File: src/rtl/mips_mc_core_pkg.sv
// Shared definitions for the multicycle MIPS core: FSM states, opcodes,
// funct codes and the legal-encoding check used by DECODE.
package mips_mc_core_pkg;

  typedef enum logic [2:0] {
    S_FETCH  = 3'd0,
    S_DECODE = 3'd1,
    S_EXEC   = 3'd2,
    S_MEM    = 3'd3,
    S_WB     = 3'd4,
    S_HALT   = 3'd5
  } state_t;

  localparam logic [5:0] OP_RTYPE = 6'h00;
  localparam logic [5:0] OP_J     = 6'h02;
  localparam logic [5:0] OP_JAL   = 6'h03;
  localparam logic [5:0] OP_BEQ   = 6'h04;
  localparam logic [5:0] OP_BNE   = 6'h05;
  localparam logic [5:0] OP_ADDIU = 6'h09;
  localparam logic [5:0] OP_ORI   = 6'h0d;
  localparam logic [5:0] OP_LUI   = 6'h0f;
  localparam logic [5:0] OP_LW    = 6'h23;
  localparam logic [5:0] OP_SW    = 6'h2b;

  localparam logic [5:0] FN_SLL  = 6'h00;
  localparam logic [5:0] FN_JR   = 6'h08;
  localparam logic [5:0] FN_ADDU = 6'h21;
  localparam logic [5:0] FN_SUBU = 6'h23;
  localparam logic [5:0] FN_AND  = 6'h24;
  localparam logic [5:0] FN_OR   = 6'h25;
  localparam logic [5:0] FN_SLT  = 6'h2a;

  // True when op/funct is one of the implemented instructions.
  function automatic logic is_legal(input logic [5:0] op, input logic [5:0] fn);
    case (op)
      OP_RTYPE: return (fn == FN_SLL) || (fn == FN_JR) || (fn == FN_ADDU) || (fn == FN_SUBU) ||
                       (fn == FN_AND) || (fn == FN_OR) || (fn == FN_SLT);
      OP_J, OP_JAL, OP_BEQ, OP_BNE, OP_ADDIU, OP_ORI, OP_LUI, OP_LW, OP_SW: return 1'b1;
      default: return 1'b0;
    endcase
  endfunction

endpackage

File: src/rtl/mips_mc_regfile.sv
// 32x32 register file: two asynchronous read ports, one synchronous write
// port. Register $0 is hard-wired to zero and ignores writes.
module mips_mc_regfile (
  input  logic        clk,
  input  logic        reset,
  input  logic [4:0]  ra1,
  input  logic [4:0]  ra2,
  output logic [31:0] rd1,
  output logic [31:0] rd2,
  input  logic        we,
  input  logic [4:0]  wa,
  input  logic [31:0] wd
);
  import mips_mc_core_pkg::*;

  logic [31:0] regs [32];

  assign regs[0] = '0;

  generate
    for (genvar gi = 1; gi < 32; gi++) begin : g_reg
      logic [31:0] q_reg;
      // Each register loads only when the write port addresses it.
      always_ff @(posedge clk or negedge reset) begin
        if (!reset) q_reg <= '0;
        else if (we && (wa == 5'(gi))) q_reg <= wd;
      end
      assign regs[gi] = q_reg;
    end
  endgenerate

  assign rd1 = regs[ra1];
  assign rd2 = regs[ra2];

endmodule

File: src/rtl/mips_mc_core.sv
// Multicycle MIPS-I subset core. Each instruction walks FETCH/DECODE/EXEC
// and optionally MEM/WB over one shared req/ack memory port, so memory may
// insert any number of wait states. All memory-port outputs are registered
// and held from request rise through the acknowledged cycle.
module mips_mc_core #(
  parameter logic [31:0] RESET_PC = 32'h0000_3000,
  parameter int          ADDR_W   = 12
) (
  input  logic              clk,
  input  logic              reset,
  output logic              mem_req,
  output logic              mem_we,
  output logic [ADDR_W-1:0] mem_addr,
  output logic [31:0]       mem_wdata,
  input  logic [31:0]       mem_rdata,
  input  logic              mem_ack,
  output logic [31:0]       pc_o,
  output logic              retire,
  output logic              illegal
);
  import mips_mc_core_pkg::*;

  state_t            state_reg;
  logic [31:0]       pc_reg, ir_reg, a_reg, b_reg, alu_reg, mdr_reg, wdata_reg;
  logic              req_reg, we_reg, retire_reg, illegal_reg;
  logic [ADDR_W-1:0] addr_reg;

  // Instruction fields.
  logic [5:0]  op, fn;
  logic [4:0]  rs, rt, rd, shamt;
  logic [15:0] imm;
  logic [31:0] simm, zimm;
  assign op    = ir_reg[31:26];
  assign rs    = ir_reg[25:21];
  assign rt    = ir_reg[20:16];
  assign rd    = ir_reg[15:11];
  assign shamt = ir_reg[10:6];
  assign fn    = ir_reg[5:0];
  assign imm   = ir_reg[15:0];
  assign simm  = {{16{imm[15]}}, imm};
  assign zimm  = {16'h0000, imm};

  // Memory addresses drop bits above ADDR_W and are always word aligned.
  function automatic logic [ADDR_W-1:0] word_addr(input logic [31:0] v);
    return {v[ADDR_W-1:2], 2'b00};
  endfunction

  logic [31:0] rf_rd1, rf_rd2, rf_wd;
  logic        rf_we;
  logic [4:0]  rf_wa;

  mips_mc_regfile u_regfile (
    .clk   (clk),
    .reset (reset),
    .ra1   (rs),
    .ra2   (rt),
    .rd1   (rf_rd1),
    .rd2   (rf_rd2),
    .we    (rf_we),
    .wa    (rf_wa),
    .wd    (rf_wd)
  );

  logic [31:0] alu_res, exec_pc, eff_addr;
  logic        is_ctrl, is_mem;
  assign eff_addr = a_reg + simm;

  // EXEC datapath: ALU result, next PC for control transfers, instruction class.
  always_comb begin
    alu_res = '0;
    exec_pc = pc_reg;
    is_ctrl = 1'b0;
    is_mem  = (op == OP_LW) || (op == OP_SW);
    case (op)
      OP_RTYPE: begin
        case (fn)
          FN_ADDU: alu_res = a_reg + b_reg;
          FN_SUBU: alu_res = a_reg - b_reg;
          FN_AND:  alu_res = a_reg & b_reg;
          FN_OR:   alu_res = a_reg | b_reg;
          FN_SLT:  alu_res = {31'b0, $signed(a_reg) < $signed(b_reg)};
          FN_SLL:  alu_res = b_reg << shamt;
          FN_JR:   begin is_ctrl = 1'b1; exec_pc = a_reg; end
          default: alu_res = '0;
        endcase
      end
      OP_ADDIU: alu_res = a_reg + simm;
      OP_ORI:   alu_res = a_reg | zimm;
      OP_LUI:   alu_res = {imm, 16'h0000};
      OP_BEQ:   begin is_ctrl = 1'b1; if (a_reg == b_reg) exec_pc = pc_reg + (simm << 2); end
      OP_BNE:   begin is_ctrl = 1'b1; if (a_reg != b_reg) exec_pc = pc_reg + (simm << 2); end
      OP_J, OP_JAL: begin is_ctrl = 1'b1; exec_pc = {pc_reg[31:28], ir_reg[25:0], 2'b00}; end
      default: alu_res = '0;
    endcase
  end

  // Register write: jal links in EXEC (PC already advanced), everything else writes in WB.
  always_comb begin
    rf_we = 1'b0;
    rf_wa = (op == OP_RTYPE) ? rd : rt;
    rf_wd = (op == OP_LW) ? mdr_reg : alu_reg;
    if (state_reg == S_EXEC && op == OP_JAL) begin
      rf_we = 1'b1;
      rf_wa = 5'd31;
      rf_wd = pc_reg;
    end else if (state_reg == S_WB) begin
      rf_we = 1'b1;
    end
  end

  // Control FSM with registered memory-port, retire and illegal outputs.
  always_ff @(posedge clk or negedge reset) begin
    if (!reset) begin
      state_reg   <= S_FETCH;
      pc_reg      <= RESET_PC;
      ir_reg      <= '0;
      a_reg       <= '0;
      b_reg       <= '0;
      alu_reg     <= '0;
      mdr_reg     <= '0;
      req_reg     <= 1'b0;
      we_reg      <= 1'b0;
      addr_reg    <= '0;
      wdata_reg   <= '0;
      retire_reg  <= 1'b0;
      illegal_reg <= 1'b0;
    end else begin
      retire_reg <= 1'b0;
      case (state_reg)
        S_FETCH: begin
          if (req_reg && mem_ack) begin
            ir_reg    <= mem_rdata;
            pc_reg    <= pc_reg + 32'd4;
            req_reg   <= 1'b0;
            state_reg <= S_DECODE;
          end else if (!req_reg) begin
            // Only reached right after reset; later fetches are requested on entry.
            req_reg  <= 1'b1;
            we_reg   <= 1'b0;
            addr_reg <= word_addr(pc_reg);
          end
        end
        S_DECODE: begin
          a_reg <= rf_rd1;
          b_reg <= rf_rd2;
          if (!is_legal(op, fn)) begin
            illegal_reg <= 1'b1;
            state_reg   <= S_HALT;
          end else begin
            state_reg <= S_EXEC;
          end
        end
        S_EXEC: begin
          if (is_ctrl) begin
            pc_reg     <= exec_pc;
            retire_reg <= 1'b1;
            req_reg    <= 1'b1;
            we_reg     <= 1'b0;
            addr_reg   <= word_addr(exec_pc);
            state_reg  <= S_FETCH;
          end else if (is_mem) begin
            alu_reg   <= eff_addr;
            req_reg   <= 1'b1;
            we_reg    <= (op == OP_SW);
            addr_reg  <= word_addr(eff_addr);
            wdata_reg <= b_reg;
            state_reg <= S_MEM;
          end else begin
            alu_reg   <= alu_res;
            state_reg <= S_WB;
          end
        end
        S_MEM: begin
          if (req_reg && mem_ack) begin
            we_reg <= 1'b0;
            if (op == OP_SW) begin
              retire_reg <= 1'b1;
              addr_reg   <= word_addr(pc_reg);
              state_reg  <= S_FETCH;
            end else begin
              mdr_reg   <= mem_rdata;
              req_reg   <= 1'b0;
              state_reg <= S_WB;
            end
          end
        end
        S_WB: begin
          retire_reg <= 1'b1;
          req_reg    <= 1'b1;
          we_reg     <= 1'b0;
          addr_reg   <= word_addr(pc_reg);
          state_reg  <= S_FETCH;
        end
        S_HALT:  req_reg <= 1'b0;
        default: state_reg <= S_FETCH;
      endcase
    end
  end

  assign mem_req   = req_reg;
  assign mem_we    = we_reg;
  assign mem_addr  = addr_reg;
  assign mem_wdata = wdata_reg;
  assign pc_o      = pc_reg;
  assign retire    = retire_reg;
  assign illegal   = illegal_reg;

endmodule

File: config.mk
export PLATFORM = sky130hd
export DESIGN_NAME = mips_mc_core
export DESIGN_NICKNAME = d
export VERILOG_FILES = /design/src/rtl/mips_mc_core_pkg.sv /design/src/rtl/mips_mc_regfile.sv /design/src/rtl/mips_mc_core.sv
export SDC_FILE = /design/constraint.sdc
export NUM_CORES = 2
export LEC_CHECK = 0
export ABC_AREA = 0
export CAP_MARGIN = 25
export CORE_ASPECT_RATIO = 0.8
export CORE_UTILIZATION = 45
export DETAILED_ROUTE_END_ITERATION = 8
export PLACE_DENSITY = 0.58
export SLEW_MARGIN = 25
export SYNTH_ARGS = -nofsm -noshare
export SYNTH_HDL_FRONTEND = slang
export SYNTH_HIERARCHICAL = 1
export SYNTH_SLANG_ARGS = --single-unit
File: constraint.sdc
create_clock -name clk -period 5.4 [get_ports clk]
set_input_delay 0.81 -clock clk [delete_from_list [all_inputs] [get_ports clk]]
set_output_delay 0.81 -clock clk [all_outputs]
set_load 0.01 [all_outputs]
# == After elaboration in Yosys (flattened, before gate mapping) ==
# Index checks and enable logic that the tools add are counted.
# op_classes
add_sub_neg,5
multipliers,0
div_mod_pow,0
magnitude_cmp,3
eq_ne,67
n_shift,1
n_mux,56
bitwise_logic,9
n_reduce_logical,61
# ops
cell,count
$mux W32,12
$bmux W32 S5,2
$pmux W32 S4,2
$pmux W32 S6,1
$add A32 B32 Y32,3
$eq A5 B5 Y1 const B,16
$mux W12,6
$pmux W32 S2,1
$pmux W12 S4,1
$eq A6 B6 Y1 const B,7
$eq A5 B4 Y1 const B,8
$logic_and A1 B1 Y1,33
$add A32 B3 Y32 const B,1
$and A32 B32 Y32,1
$eq A32 B32 Y1,1
$lt A32 B32 Y1,1
$ne A32 B32 Y1,1
$or A32 B16 Y32,1
$or A32 B32 Y32,1
$shl A32 B5 Y32,1
$sub A32 B32 Y32,1
$eq A6 B4 Y1 const B,4
$eq A5 B3 Y1 const B,4
$mux W3,6
other kinds (38),87
# totals
regBits,1235
latch_bits,0
ram_bits,0
rom_bits,0
input_bits,35
output_inout_bits,80
wordCells,248
n_memories,0

# == Logic depth before layout (Yosys ltp) ==
# logic_depth
word_depth,11
depth_mapped,16
mapped_depth_nobuf,14

# == Cells and area by module ==
# Netlist, hierarchy kept.
# by_module_without_submodules
mod,instances,cells_per_inst,area_each_um2,seq_area_each_um2
mips_mc_regfile,1,3639,53173.5,24823.8
mips_mc_core,1,2721,21575.7,6033.3

# == Worst setup path before layout ==
# No wires, ideal clock.
# synth_path
kind,register -> register
startpoint,reg ir_reg[1]
endpoint,reg alu_reg[19]
setup_ns,0.126
arrival_ns,3.609
required_ns,5.274
setup_slack_ns,1.665
path_stages_with_launch,16
path_buffers,4
period_less_slack_ns,3.735
cell_sequence,dfrtp_1 > clkbuf_1 > inv_1 > clkbuf_1 > clkbuf_1 > clkbuf_1 > ha_1 > a211oi_1 > o31ai_1 > o211ai_1 > o211ai_1 > a221o_1 > xor2_1 > a222oi_1 > nor2_1 > a221o_1
# synth_between
elab_chain_len,5
word_cells_on_any_way,15
cone_classes,1 x add/sub; 6 x eq/ne; 5 x mux; 1 x bitwise; 2 x reduce/logical
# synth_lines
element,line_no,text
start: declaration,mips_mc_core.sv:24,"logic [31:0] pc_reg, ir_reg, a_reg, b_reg, alu_reg, mdr_reg, wdata_reg;"
start signal: assignment,mips_mc_core.sv:132,ir_reg <= mem_rdata;
"parallel branches: the longest is 5 deep, another holds $add A32 B32 Y32",n/a,
end signal: assignment,mips_mc_core.sv:162,alu_reg <= eff_addr;
end signal: assignment,mips_mc_core.sv:169,alu_reg <= alu_res;
end: declaration,mips_mc_core.sv:24,
# Several ways; the timed one is not identified.
# A chain may end at the register's enable or synchronous reset.

# == Final worst setup path ==
# layout_path
startpoint,reg ir_reg[5]
endpoint,reg alu_reg[24]
# The elaborated chain is that of the path after synthesis.

==> out/metrics.csv <==
metric,value,unit
clk_skew,0.0274,ns
GPL Wtd Cong,1.02,
Iteration-0 DRC Markers,6574,
I/O pins,115,
CTS clock-pin slew for the worst setup and hold paths,0.06,ns
Synth async-reset ratio,100,%
Root Driver,clkbuf_16,
H-tree depth,4,
RSZ-0062 raised after global routing,false,
Synth cell types,102,
Clock Tree Buf Depth,3,
top achievable clock speed,205,MHz
fin util,50.4,%
grt total ovfl,0,
Area Overhead vs Synth,11.1,%
Post-synth EDFFs,0,
vias in the first global route,55764,
Die Wd,458,µm
"wirelength, routed",275,mm
Worst Hold Class,reg2reg,
Post-Layout Cell Count,8503,
highest metal used,met5,
setup bufs post-CTS,0,
relative slew slack,22.3,%
#FFs+latches synth,1233,
Crit-path slowest cell,a2111oi_0,
most frequent cells in the layout,"dfrtp_1 (1,218), mux2_2 (988), nand2_1 (443)",
WL per Instance,32.4,µm
initial antenna violation count,6,
First-pass DRT Iterations,8,
total die area,168000,µm²
core box area,165000,µm²
Fin Setup TNS,0,ns
metal3 WL,28.3,mm
Std-Cell Rows,133,
share of layout cells above drive strength 1,31.0,%
Critical Path End Type,register,
remaining antenna violation count,0,
max incr delay on CP,0.90,ns
routed vias,57069,
worst skew pair latency,0.80,ns
IO buf count,112,
Buf/Inv on CP,1,
total clock sinks,1233,
Required @ worst endpoint,6.06,ns
# setup viols final,0,
CTS tree,yes,
pin count of the biggest net entering global routing,165,
critical path cell sequence,inv_1 -> ha_1 -> nor3_1 -> nor2_1 -> a2111oi_0 -> o31ai_1 -> o221ai_1 -> o21a_1 -> o21ai_0 -> xnor2_1 -> nor2_1 -> o32a_1,
Synth area leaders,"dfrtp_1 (41%), mux2_2 (15%), mux4_2 (12%)",
nets,6460,
Syn Std Cell Area,74700,µm²
Tot GR Track Use,32.6,%
CP arrival,5.54,ns
residual DRC count,0,
Placed Cells,8264,
cell mode on critical path,nor2_1,
Final Cycle Share,90.3,%
vias per inst,6.71,
first-pass GRT wire length,403,mm
Largest register FFs,992,
WL met2,115,mm
minimum clock period,4.88,ns
hpwl dp,186,mm
post-CTS resize count,0,
"Hold Violations, Final",0,
share of the yosys chip area belonging to registers,41.3,%
pwr/cell area,231,nW/µm²
max_cap viols,0,
PnR Total Power,0.0192,W
"Slew Viols, Final",0,
Slew @ Worst Pin,1.15,ns
P_leak,36.3,nW
Mapped Cells,6360,
Synth area leader,dfrtp_1,
CP Launch Type,register,
crit-path leading delay family,compound AO/OA/AOI/OAI gates,
Yosys Warn Count,6,
Mean Syn Cell Area,11.8,µm²
Peak VDD IR,0.324,mV
top fanout value on the critical path,10,
Die Y,367,µm
total CTS buffers,133,
met1 wire length,124,mm
"commonest non-fill, non-tap cell in the layout",dfrtp_1,
Initial Util,45.4,%
status,completed,
post-synth top area share,41.2,%
ys flop type,dfrtp_1,
critical path class,reg2reg,
==> per-stage QoR <==
step	instance area (µm²)	hold slack, ns	worst slack [ns]
2_1_floorplan	74800	0.445	1.67
3_5_place_dp	78500	0.453	0.878
5_1_grt	83000	0.504	0.483
6_report	83000	0.476	0.524
4_1_cts	83000	0.477	0.863
3_3_place_gp	78400	0.460	0.306
==> timing repair <==
action / in CTS / in global routing
hold buffers: 1 / 0
endpoints found under the setup margin: 0 / 0
endpoints found under the hold margin: 13 / 0
==> where the power goes <==
part	leakage, nW	total, W	internal (W)	switching (W)
clock network	2.23	0.00968	0.00560	0.00407
logic	17.0	0.000243	0.0000394	0.000204
registers	17.0	0.00924	0.00924	0
==> area by class of cell <==
type | count | area (µm²)
clock inverter | 43 | 578
inverter | 133 | 499
sequential | 1233 | 30900
timing repair buffer | 325 | 3110
antenna | 4 | 10.0
fill | 14384 | 81600
tap | 2160 | 2700
clock buffer | 190 | 3930
multi-input combinational | 4415 | 41300
==> worst paths after layout <==
path / start / to / slack (ns) / cells past startpoint
worst max-delay path: ir_reg[5]$_DFFE_PN0P_ / alu_reg[24]$_DFFE_PN0P_ / 0.52 / 12
worst min-delay path: mem_addr[4]$_DFFE_PN0P_ / mem_addr[4]$_DFFE_PN0P_ / 0.48 / 2
worst max register to register: ir_reg[5]$_DFFE_PN0P_ / alu_reg[24]$_DFFE_PN0P_ / 0.52 / 12
worst min register to register: mem_addr[4]$_DFFE_PN0P_ / mem_addr[4]$_DFFE_PN0P_ / 0.48 / 2
max in group asynchronous: reset / u_regfile/g_reg[24].q_reg[4]$_DFFE_PN0P_ / 3.34 / 3
min in group asynchronous: reset / mem_addr[6]$_DFFE_PN0P_ / 0.60 / 2
==> metal layers <==
metal / global-route usage (%) / vias to the layer above
met3: 9.38 / 457
met2: 45.2 / 2905
met5: 0 / -
met4: 9.85 / 8
li1: - / 23762
met1: 48.7 / 29937
==> cells in the mapped netlist, drive strengths merged, types with 83 or more instances <==
| master | n |
|---|---|
| dfrtp | 1231 |
| mux2 | 1093 |
| nand2 | 457 |
| mux4 | 401 |
| clkbuf | 341 |
| o21ai | 335 |
| nor2 | 251 |
| a21oi | 242 |
| buf | 239 |
| mux2i | 224 |
| a22o | 197 |
| ha | 180 |
| inv | 132 |
| a211oi | 99 |
| o22ai | 88 |
| o31ai | 83 |
==> tightest hold or removal path, cell delays in order (launching register included) <==
cell     delay [ns]
dfrtp_1        0.34
nand2_1        0.05
o21ai_0        0.06
==> cells by family after synthesis <==
| kind of cell | count (synthesis) | synth area share, % |
|---|---|---|
| AO/OA/AOI/OAI | 1363 | 12.3 |
| adder cells (fa/ha/maj) | 184 | 3.12 |
| flip-flops | 1233 | 41.3 |
| other | 1 | 0.00502 |
| buffers and inverters | 713 | 4.17 |
| multiplexers | 1718 | 31.6 |
| AND/OR/NAND/NOR | 1069 | 6.59 |
| XOR/XNOR | 79 | 0.926 |
Note: power is estimated with default switching activity, not from simulation.
